### config.mk
export PLATFORM = sky130hd
export DESIGN_NAME = cordic_quad_ctrl
export DESIGN_NICKNAME = d
export VERILOG_FILES = /design/src/rtl/cordic_quad_ctrl.sv
export SDC_FILE = /design/constraint.sdc
export NUM_CORES = 1
export LEC_CHECK = 0
export BUFFER_PORTS_ARGS = -buffer_cell sky130_fd_sc_hd__buf_2
export CAP_MARGIN = 20
export CORE_MARGIN = 4
export CORE_UTILIZATION = 45
export DETAILED_ROUTE_END_ITERATION = 10
export PLACE_DENSITY = 0.7
export SYNTH_ARGS = -nofsm -noshare
export SYNTH_HDL_FRONTEND = slang
export SYNTH_SLANG_ARGS = --single-unit
### constraint.sdc
create_clock -name clk -period 5.2 [get_ports clk]
set_input_delay 0.78 -clock clk [delete_from_list [all_inputs] [get_ports clk]]
set_output_delay 0.78 -clock clk [all_outputs]
set_load 0.02 [all_outputs]
### src/rtl/cordic_quad_ctrl.sv
// Quadrant front/back-end around a first-quadrant sin/cos CORDIC engine.
// Optional engine watchdog enabled by defining CORDIC_TIMEOUT_EN.
module cordic_quad_ctrl #(
    parameter int unsigned CAP_DLY     = 1,
    parameter int unsigned TIMEOUT_CYC = 32
) (
    input  logic        clk,
    input  logic        rst_n,
    input  logic [24:0] angle_in,
    input  logic        in_vld,
    output logic        in_rdy,
    output logic [22:0] cordic_angle,
    output logic        cordic_vld,
    input  logic [31:0] cordic_sin,
    input  logic [31:0] cordic_cos,
    input  logic        cordic_finished,
    output logic [31:0] out_sin,
    output logic [31:0] out_cos,
    output logic [1:0]  out_err,
    output logic        out_vld,
    input  logic        out_rdy
);

    typedef enum logic [2:0] {
        S_IDLE,
        S_ISSUE,
        S_WAIT,
        S_CAP,
        S_OUT
    } state_t;

    localparam logic [24:0] DEG90  = 25'd5898240;
    localparam logic [24:0] DEG180 = 25'd11796480;
    localparam logic [24:0] DEG270 = 25'd17694720;
    localparam logic [24:0] DEG360 = 25'd23592960;
    localparam logic [1:0]  CAP_LAST = (CAP_DLY == 0) ? 2'd0 : 2'(CAP_DLY - 1);

    state_t      state_q, state_d;
    logic [22:0] angle_q, angle_d;
    logic [1:0]  quad_q, quad_d;
    logic [1:0]  err_q, err_d;
    logic [31:0] sin_q, sin_d;
    logic [31:0] cos_q, cos_d;
    logic [1:0]  cap_cnt_q, cap_cnt_d;
    logic        tmo_hit;

    logic        wrap;
    logic [24:0] a_wr;
    logic [22:0] a_red;
    logic [1:0]  quad_in;
    logic [31:0] corr_sin, corr_cos;

    // Single conditional subtract suffices: legal inputs stay below 512 deg.
    always_comb begin
        wrap = (angle_in >= DEG360);
        a_wr = wrap ? (angle_in - DEG360) : angle_in;
        if (a_wr >= DEG270) begin
            quad_in = 2'd3;
            a_red   = 23'(a_wr - DEG270);
        end else if (a_wr >= DEG180) begin
            quad_in = 2'd2;
            a_red   = 23'(a_wr - DEG180);
        end else if (a_wr >= DEG90) begin
            quad_in = 2'd1;
            a_red   = 23'(a_wr - DEG90);
        end else begin
            quad_in = 2'd0;
            a_red   = 23'(a_wr);
        end
    end

    always_comb begin
        corr_sin = cordic_sin;
        corr_cos = cordic_cos;
        case (quad_q)
            2'd1: begin corr_sin = cordic_cos;  corr_cos = -cordic_sin; end
            2'd2: begin corr_sin = -cordic_sin; corr_cos = -cordic_cos; end
            2'd3: begin corr_sin = -cordic_cos; corr_cos = cordic_sin;  end
            default: ;
        endcase
    end

`ifdef CORDIC_TIMEOUT_EN
    localparam int unsigned TW = $clog2(TIMEOUT_CYC + 1);
    logic [TW-1:0] tmo_q, tmo_d;

    always_comb begin
        tmo_d = tmo_q;
        if (state_q == S_ISSUE) begin
            tmo_d = '0;
        end else if (state_q == S_WAIT) begin
            tmo_d = tmo_q + 1'b1;
        end
    end

    always_ff @(posedge clk or negedge rst_n) begin
        if (!rst_n) begin
            tmo_q <= '0;
        end else begin
            tmo_q <= tmo_d;
        end
    end

    assign tmo_hit = (state_q == S_WAIT) && (tmo_q == TW'(TIMEOUT_CYC - 1));
`else
    assign tmo_hit = 1'b0;
`endif

    always_comb begin
        state_d   = state_q;
        angle_d   = angle_q;
        quad_d    = quad_q;
        err_d     = err_q;
        sin_d     = sin_q;
        cos_d     = cos_q;
        cap_cnt_d = cap_cnt_q;
        case (state_q)
            S_IDLE: begin
                if (in_vld) begin
                    angle_d = a_red;
                    quad_d  = quad_in;
                    err_d   = {1'b0, wrap};
                    state_d = S_ISSUE;
                end
            end
            S_ISSUE: state_d = S_WAIT;
            S_WAIT: begin
                // A finished pulse wins over a simultaneous watchdog expiry.
                if (cordic_finished) begin
                    if (CAP_DLY == 0) begin
                        sin_d   = corr_sin;
                        cos_d   = corr_cos;
                        state_d = S_OUT;
                    end else begin
                        cap_cnt_d = '0;
                        state_d   = S_CAP;
                    end
                end else if (tmo_hit) begin
                    sin_d    = '0;
                    cos_d    = '0;
                    err_d[1] = 1'b1;
                    state_d  = S_OUT;
                end
            end
            S_CAP: begin
                if (cap_cnt_q == CAP_LAST) begin
                    sin_d   = corr_sin;
                    cos_d   = corr_cos;
                    state_d = S_OUT;
                end else begin
                    cap_cnt_d = cap_cnt_q + 2'd1;
                end
            end
            S_OUT: begin
                if (out_rdy) begin
                    state_d = S_IDLE;
                end
            end
            default: state_d = S_IDLE;
        endcase
    end

    always_ff @(posedge clk or negedge rst_n) begin
        if (!rst_n) begin
            state_q   <= S_IDLE;
            angle_q   <= '0;
            quad_q    <= '0;
            err_q     <= '0;
            sin_q     <= '0;
            cos_q     <= '0;
            cap_cnt_q <= '0;
        end else begin
            state_q   <= state_d;
            angle_q   <= angle_d;
            quad_q    <= quad_d;
            err_q     <= err_d;
            sin_q     <= sin_d;
            cos_q     <= cos_d;
            cap_cnt_q <= cap_cnt_d;
        end
    end

    assign in_rdy       = (state_q == S_IDLE);
    assign cordic_vld   = (state_q == S_ISSUE);
    assign out_vld      = (state_q == S_OUT);
    assign cordic_angle = angle_q;
    assign out_sin      = sin_q;
    assign out_cos      = cos_q;
    assign out_err      = err_q;

endmodule

==> reports/summary.json, run 1 <==
{
  "outcome": "finished, final reports clean",
  "drt-initial-drc-count": 624,
  "power.density_cell_area_mw_per_mm2": 561,
  "antenna_found_initial": 3,
  "timing.hold.ws_ps": 402,
  "power_frac_clock": 0.151,
  "grt_setup_unrepaired": "no",
  "die-width_um": 133,
  "ys_types": 74,
  "num_rows": 45,
  "combPwrFrac": 0.572,
  "top_level_ports": 186,
  "numCtsBuffers": 9,
  "final_net_count": 1164,
  "firstDrtPassIters": 5,
  "synth.largest_area_cell": "sky130_fd_sc_hd__dfrtp_1",
  "period_minus_slack_ps": 3990,
  "vias_in_the_first_global_route": 6390,
  "grt_max_degree": 119,
  "synth.avg_cell_area_um2": 7.68,
  "timing.final.setup_violations": 0,
  "setup.worst_path.class": "in -> reg",
  "drv_slew": 0,
  "share_seq_of_total_power": 0.277,
  "clock-root-buffer": "sky130_fd_sc_hd__clkbuf_16",
  "cts.reportedPaths.clkPinSlew_ps": 60,
  "layout_setup_ws_ps": 1210,
  "yosysSeqAreaShare": 0.339,
  "die_height_um": 133,
  "sum_neg_setup_slack_ps": 0,
  "timing.critical_path.arrival_ps": 4240,
  "clock-skew-final_ps": 5.82,
  "cp_max_fo": 10,
  "clock_tree.buffer_depth": 2,
  "p_leak_uw": 0.00385,
  "cts.htree.levels": 3,
  "grt_remaining_overflow": 0,
  "worstSetupEndpointType": "register",
  "post_synth_instance_area_mm2": 0.00702,
  "synth.area.top_cells": "sky130_fd_sc_hd__dfrtp_1 34%, sky130_fd_sc_hd__o21ai_0 9.3%, sky130_fd_sc_hd__nand2_1 8.6%",
  "max_cap_viol_count": 0,
  "worst_setup_slack_post_dpl_ps": 905,
  "utilization": 0.550,
  "synth_top_cell_area_share": 0.339,
  "drt-vias-per-instance": 5.49,
  "power.share.switching": 0.468,
  "fp.dieArea_mm2": 0.0177,
  "final_hold_viol_count": 0,
  "post_drt_wl_per_cell_um": 15.8,
  "detail_route.drc_violations": 0,
  "cts.repair.resized": 0,
  "seq_cells_post_synth": 95,
  "critPathRequiredTime_ps": 5450,
  "slew_headroom": 0.318,
  "initial_core_utilization": 0.460,
  "gp_congestion": 0.880,
  "hp-class": "in -> async",
  "clock_insertion_delay_worst_skew_ps": 350,
  "worstSetupStartpointType": "input port",
  "fin_crit_sh": 0.767,
  "grt_pass1_wl_um": 32500,
  "clock.fmax_ghz": 0.251,
  "postSynthCellCount": 914,
  "ys_dominant_reg_cell": "sky130_fd_sc_hd__dfrtp_1",
  "core_area_mm2": 0.0153,
  "postSynthNetCount": 1018,
  "tritoncts_num_sinks": 95,
  "place_hpwl_um": 14800,
  "worst_slew_pin_slew_ps": 1020,
  "internal-power_uw": 2510,
  "net-switching-power_uw": 2200,
  "synth_edf_count": 0,
  "synthesis.yosys.warnings": 0,
  "postSynth.asyncResetShare": 1.00,
  "cts.repair_timing.setup_buffer_count": 0,
  "area_delta_synth_final_pct": 19.6,
  "irDropWorstVdd_mv": 0.296,
  "vias": 7010,
  "portBuffers": 184,
  "cts_tree": "done",
  "antenna_left": 0,
  "final_layout_size_suffix_gt1_frac": 0.219,
  "cts_hold_buffers": 0,
  "wl_um": 20200,
  "grt_util_all_layers": 0.226
}
[cells in the mapped netlist (all sizes together) (2+ instances only)]
library cell	count
nand2	161
o21ai	132
dfrtp	95
nor2	69
a21oi	52
clkbuf	44
xnor2	36
xor2	26
mux2i	24
inv	23
nand3	22
nor3	22
or3	17
o31ai	16
buf	14
nand2b	14
or4	13
and2	10
ha	10
nor4	10
or2	10
a211oi	8
a31oi	6
o221ai	6
o41ai	6
a221o	5
o21a	5
and3	4
nand4	4
a221oi	3
nand3b	3
o211ai	3
o22ai	3
a2111oi	2
a21o	2
a22oi	2
mux2	2
nand4b	2
nor3b	2
o211a	2
or3b	2
or4b	2
[critical path, stage by stage]
cell,delay [ps]
sky130_fd_sc_hd__buf_2,110
sky130_fd_sc_hd__or4_1,560
sky130_fd_sc_hd__nand4bb_1,400
sky130_fd_sc_hd__o211ai_1,340
sky130_fd_sc_hd__inv_1,150
sky130_fd_sc_hd__ha_1,240
sky130_fd_sc_hd__nand2_1,120
sky130_fd_sc_hd__nor3_1,50
sky130_fd_sc_hd__a2111oi_0,440
sky130_fd_sc_hd__a41oi_1,440
sky130_fd_sc_hd__nand2b_1,320
sky130_fd_sc_hd__o31ai_1,280
[final timing paths]
check	start	endpoint	slack, ps	depth (start not counted)
min	rst_n	cap_cnt_q[0]	400	1
min reg2reg	cordic_angle[8]	cordic_angle[8]	470	2
max reg2reg	cap_cnt_q[0]	out_sin[27]	2950	7
min in group clk	cordic_angle[8]	cordic_angle[8]	470	2
max in group asynchronous	rst_n	out_cos[28]	3690	2
max	angle_in[5]	cordic_angle[19]	1210	12
[area by class of cell]
class	count	area (um2)
Antenna cell	2	5.00
Clock buffer	11	243
Clock inverter	4	70.1
Fill cell	1514	6860
Inverter	23	86.3
Multi-Input combinational cell	738	4340
Sequential cell	95	2380
Tap cell	211	264
Timing Repair Buffer	193	1010
[kinds of logic after synthesis]
kind of cell             count (synthesis)  synth area share
AND/OR/NAND/NOR                        373             0.255
AO/OA/AOI/OAI                          266             0.229
flip-flops                              95             0.339
buffers and inverters                   81            0.0442
XOR/XNOR                                62            0.0774
multiplexers                            26            0.0374
adder cells (fa/ha/maj)                 10            0.0178
other                                    1          0.000534
[power by group through the flow]
stage	Combinational (uW)	Sequential, uW	Clock [uW]
3_3_place_gp	2650	1310	0
4_1_cts	2690	1310	728
3_5_place_dp	2680	1320	0
6_report	2690	1310	712
5_1_grt	3010	1360	754
2_1_floorplan	1510	1700	0
[flip-flops by register name, indices dropped and copies added, names as in the netlist]
name and flops:
out_err 1, cordic_angle 23, cap_cnt_q 2, quad_q 2
out_cos 32, out_sin 32, state_q 3
[through the flow]
stage | cell area, um2 | instances | power, uW
2_1_floorplan | 7020 | 914 | 3220
3_3_place_gp | 8050 | 1259 | 3960
3_5_place_dp | 8050 | 1259 | 4000
4_1_cts | 8360 | 1274 | 4730
5_1_grt | 8400 | 1277 | 5120
6_report | 8400 | 1277 | 4710
[routing by layer]
layer	GRT usage	share of wire	vias to the layer above
met5	0	0.00084	-
met3	0.0430	0.057	40
met1	0.316	0.47	3233
li1	-	-	3527
met2	0.343	0.45	208
met4	0.0912	0.027	2
[placed cells by master (no fill, tap or decap), types with 23 or more instances in the layout]
cell / instances
sky130_fd_sc_hd__buf_2: 183
sky130_fd_sc_hd__a21oi_1: 52
sky130_fd_sc_hd__o21ai_0: 131
sky130_fd_sc_hd__nand2_1: 161
sky130_fd_sc_hd__xor2_1: 26
sky130_fd_sc_hd__inv_1: 23
sky130_fd_sc_hd__nor2_1: 69
sky130_fd_sc_hd__dfrtp_1: 93
sky130_fd_sc_hd__mux2i_1: 24
sky130_fd_sc_hd__xnor2_1: 36
Note: power is estimated with default switching activity, not from simulation.
==> run 2, diff against run 1 <==
==> constraint.sdc (replaced) <==
create_clock -name clk -period 3.7 [get_ports clk]
set_input_delay 0.555 -clock clk [delete_from_list [all_inputs] [get_ports clk]]
set_output_delay 0.555 -clock clk [all_outputs]
set_load 0.02 [all_outputs]
==> run 2 against run 1 <==
Net effect:
- utilization increased by 0.60 points
- flip-flop and latch count unchanged
- clock skew about the same
- highest routed layer is now met4
- global-route usage up 0.28 points
- critical path depth up 2
- power up 41%
- sequential power is 46% higher
- critical path type unchanged
- count of clock-buffer cells in the layout grew 1
- hold slack got worse by 100 ps
- non-clock buffer count grew 12
==> reports/summary.json, run 2 (same netlist as run 1, synthesis figures left out) <==
{
  "fillers": {"value": 1516, "change": "was 1514"},
  "numCtsBuffers": {"value": 9, "change": "unchanged"},
  "layout_commonest_cell": {"value": "sky130_fd_sc_hd__buf_2", "change": "unchanged"},
  "die-width": {"value": 133, "unit": "um", "change": "unchanged"},
  "power.density_cell_area": {"value": 784, "unit": "mW/mm2", "change": "was 561 mW/mm2"},
  "worst_slew_pin_slew": {"value": 924, "unit": "ps", "change": "was 1020 ps"},
  "worstSetupStartpointType": {"value": "input port", "change": "unchanged"},
  "critPathRequiredTime": {"value": 3930, "unit": "ps", "change": "was 5450 ps"},
  "worst_r2r_path_depth": {"value": 6, "change": "was 7"},
  "max_cap_viol_count": {"value": 0, "change": "unchanged"},
  "grt_pass1_wl": {"value": 33100, "unit": "um", "change": "was 32500 um"},
  "clock-skew-final": {"value": 6.10, "unit": "ps", "change": "was 5.82 ps"},
  "drt-initial-drc-count": {"value": 595, "change": "was 624"},
  "timing.rr.start": {"value": "quad_q[0]", "change": "was cap_cnt_q[0]"},
  "top_level_ports": {"value": 186, "change": "unchanged"},
  "die_height": {"value": 133, "unit": "um", "change": "unchanged"},
  "net-switching-power": {"value": 3120, "unit": "uW", "change": "was 2200 uW"},
  "clock_tree.buffer_depth": {"value": 2, "change": "unchanged"},
  "sum_neg_setup_slack": {"value": 0, "unit": "ps", "change": "unchanged"},
  "cts_tree": {"value": "done", "change": "unchanged"},
  "seqCellArea": {"value": 0.00238, "unit": "mm2", "change": "unchanged"},
  "clock_insertion_delay_worst_skew": {"value": 350, "unit": "ps", "change": "about the same"},
  "vias_in_the_first_global_route": {"value": 6467, "change": "was 6390"},
  "grt_remaining_overflow": {"value": 0, "change": "unchanged"},
  "num_rows": {"value": 45, "change": "unchanged"},
  "clock.fmax_ghz": 0.316,
  "period_minus_slack_ps": 3170,
  "detail_route.drc_violations": {"value": 0, "change": "unchanged"},
  "wl": {"value": 20600, "unit": "um", "change": "was 20200 um"},
  "regToRegSetupSlack": {"value": 1300, "unit": "ps", "change": "was 2950 ps"},
  "area_delta_synth_final": {"value": 20.9, "unit": "%", "change": "was 19.6%"},
  "grt_util_all_layers": {"value": 0.229, "change": "was 0.226"},
  "hp-class": {"value": "in -> async", "change": "unchanged"},
  "combPwrFrac": {"value": 0.559, "change": "was 0.572"},
  "drv_slew": {"value": 0, "change": "unchanged"},
  "portBuffers": {"value": 184, "change": "unchanged"},
  "utilization": {"value": 0.556, "change": "was 0.550"},
  "cp_max_fo": {"value": 10, "change": "unchanged"},
  "vias": {"value": 7141, "change": "was 7010"},
  "cts.reportedPaths.clkPinSlew": {"value": 70, "unit": "ps", "change": "was 60 ps"},
  "firstDrtPassIters": {"value": 5, "change": "unchanged"},
  "core_area": {"value": 0.0153, "unit": "mm2", "change": "unchanged"},
  "fp.dieArea": {"value": 0.0177, "unit": "mm2", "change": "unchanged"},
  "crit_path_end": {"value": "cordic_angle[21]", "change": "was cordic_angle[19]"},
  "clock-root-buffer": {"value": "sky130_fd_sc_hd__clkbuf_16", "change": "unchanged"},
  "power_frac_clock": {"value": 0.153, "change": "was 0.151"},
  "drt-vias-per-instance": {"value": 5.54, "change": "was 5.49"},
  "fin_crit_sh": 0.855,
  "power.total": {"value": 6660, "unit": "uW", "change": "was 4710 uW"},
  "timing.critical_path.arrival": {"value": 3390, "unit": "ps", "change": "was 4240 ps"},
  "irDropWorstVdd": {"value": 0.329, "unit": "mV", "change": "was 0.296 mV"},
  "setup.worst_path.class": {"value": "in -> reg", "change": "unchanged"},
  "worstSetupStartpoint": {"value": "angle_in[5]", "change": "unchanged"},
  "final_net_count": {"value": 1176, "change": "was 1164"},
  "outcome": {"value": "finished, final reports clean", "change": "unchanged"},
  "grt_max_degree": {"value": 119, "change": "unchanged"},
  "worstReg2RegEnd": {"value": "out_sin[23]", "change": "was out_sin[27]"},
  "timing.final.setup_violations": {"value": 0, "change": "unchanged"},
  "worstSetupEndpointType": {"value": "register", "change": "unchanged"},
  "post_drt_wl_per_cell": {"value": 16.0, "unit": "um", "change": "was 15.8 um"},
  "multi_input_comb_area": {"value": 0.00434, "unit": "mm2", "change": "unchanged"},
  "tritoncts_num_sinks": {"value": 95, "change": "unchanged"},
  "cts_hold_buffers": {"value": 0, "change": "unchanged"},
  "slew_headroom": {"value": 0.384, "change": "was 0.318"},
  "internal-power": {"value": 3530, "unit": "uW", "change": "was 2510 uW"},
  "p_leak": {"value": 0.00391, "unit": "uW", "change": "was 0.00385 uW"},
  "cts.htree.levels": {"value": 3, "change": "unchanged"},
  "timing.hold.ws": {"value": 298, "unit": "ps", "change": "was 402 ps"},
  "grt_setup_unrepaired": {"value": "no", "change": "unchanged"},
  "antenna_left": {"value": 0, "change": "unchanged"},
  "final_layout_size_suffix_gt1_frac": {"value": 0.227, "change": "was 0.219"},
  "cts.repair_timing.setup_buffer_count": {"value": 0, "change": "unchanged"},
  "final_cell_mix": {"value": "183 x sky130_fd_sc_hd__buf_2, 161 x sky130_fd_sc_hd__nand2_1, 131 x sky130_fd_sc_hd__o21ai_0, 93 x sky130_fd_sc_hd__dfrtp_1, 69 x sky130_fd_sc_hd__nor2_1", "change": "unchanged"},
  "final_hold_viol_count": {"value": 0, "change": "unchanged"},
  "power.share.switching": {"value": 0.470, "change": "was 0.468"},
  "initial_core_utilization": {"value": 0.460, "change": "unchanged"},
  "cts.repair.resized": {"value": 0, "change": "unchanged"},
  "antenna_found_initial": {"value": 1, "change": "was 3"},
  "gp_congestion": {"value": 0.888, "change": "was 0.880"},
  "share_seq_of_total_power": {"value": 0.288, "change": "was 0.277"},
  "place_hpwl": {"value": 15300, "unit": "um", "change": "was 14800 um"}
}
==> run 2: cell types whose count changed in the layout (fill, tap and decap cells not counted) <==
| cell | change |
|---|---|
| sky130_fd_sc_hd__clkbuf_1 | +1 |
| sky130_fd_sc_hd__diode_2 | -1 |
| sky130_fd_sc_hd__buf_4 | +12 |
==> run 2: worst max-delay path: stages <==
cell and delay (ps):
sky130_fd_sc_hd__buf_2 100, sky130_fd_sc_hd__or4_1 560, sky130_fd_sc_hd__nand4bb_1 240, sky130_fd_sc_hd__o211ai_1 320
sky130_fd_sc_hd__inv_1 100, sky130_fd_sc_hd__ha_1 220, sky130_fd_sc_hd__nand2_1 120, sky130_fd_sc_hd__nor3_1 60
sky130_fd_sc_hd__a2111oi_0 360, sky130_fd_sc_hd__a41oi_1 160, sky130_fd_sc_hd__buf_4 190, sky130_fd_sc_hd__a21oi_1 180
sky130_fd_sc_hd__nand2b_1 140, sky130_fd_sc_hd__nand3_1 70
==> run 2: worst min path at each step <==
| stage | to | slack, ps | cells past startpoint |
|---|---|---|---|
| 3_3_place_gp | cordic_angle[11] | 450 | 2 |
| 5_1_grt | out_cos[19] | 370 | 1 |
| 2_1_floorplan | cap_cnt_q[0] | 260 | 0 |
| 6_report | out_sin[19] | 300 | 1 |
| 4_1_cts | out_cos[27] | 330 | 1 |
| 3_5_place_dp | cordic_angle[9] | 460 | 2 |
==> run 2: through the flow <==
step | setup WS [ps] | instances | instance area (um2)
floorplan | 328 | 914 | 7020
global placement | 249 | 1271 | 8140
detailed placement | 188 | 1271 | 8140
CTS | 553 | 1287 | 8460
global route | 278 | 1289 | 8490
finish | 535 | 1289 | 8490
==> run 2: metal layers <==
layer,global-route usage,vias to the layer above,share of wire
li1,-,3549,-
met1,0.324,3323,0.46
met2,0.353,244,0.46
met3,0.0430,25,0.066
met4,0.0722,0,0.017
met5,0,-,0
==> run 2: area by class of cell <==
cell class                 count  area share
clock inverter                 4     0.00825
inverter                      23      0.0102
clock buffer                  12      0.0290
sequential                    95       0.281
antenna                        1    0.000295
tap                          211      0.0311
multi-input combinational    738       0.511
timing repair buffer         205       0.130
==> run 2: power by group through the flow <==
stage | logic, uW | clock network (uW) | registers (uW)
after global placement | 3650 | 0 | 1920
after floorplan | 2130 | 0 | 2390
final | 3720 | 1020 | 1910
after CTS | 3720 | 1030 | 1920
after detailed placement | 3720 | 0 | 1930
after global routing | 4130 | 1080 | 1990
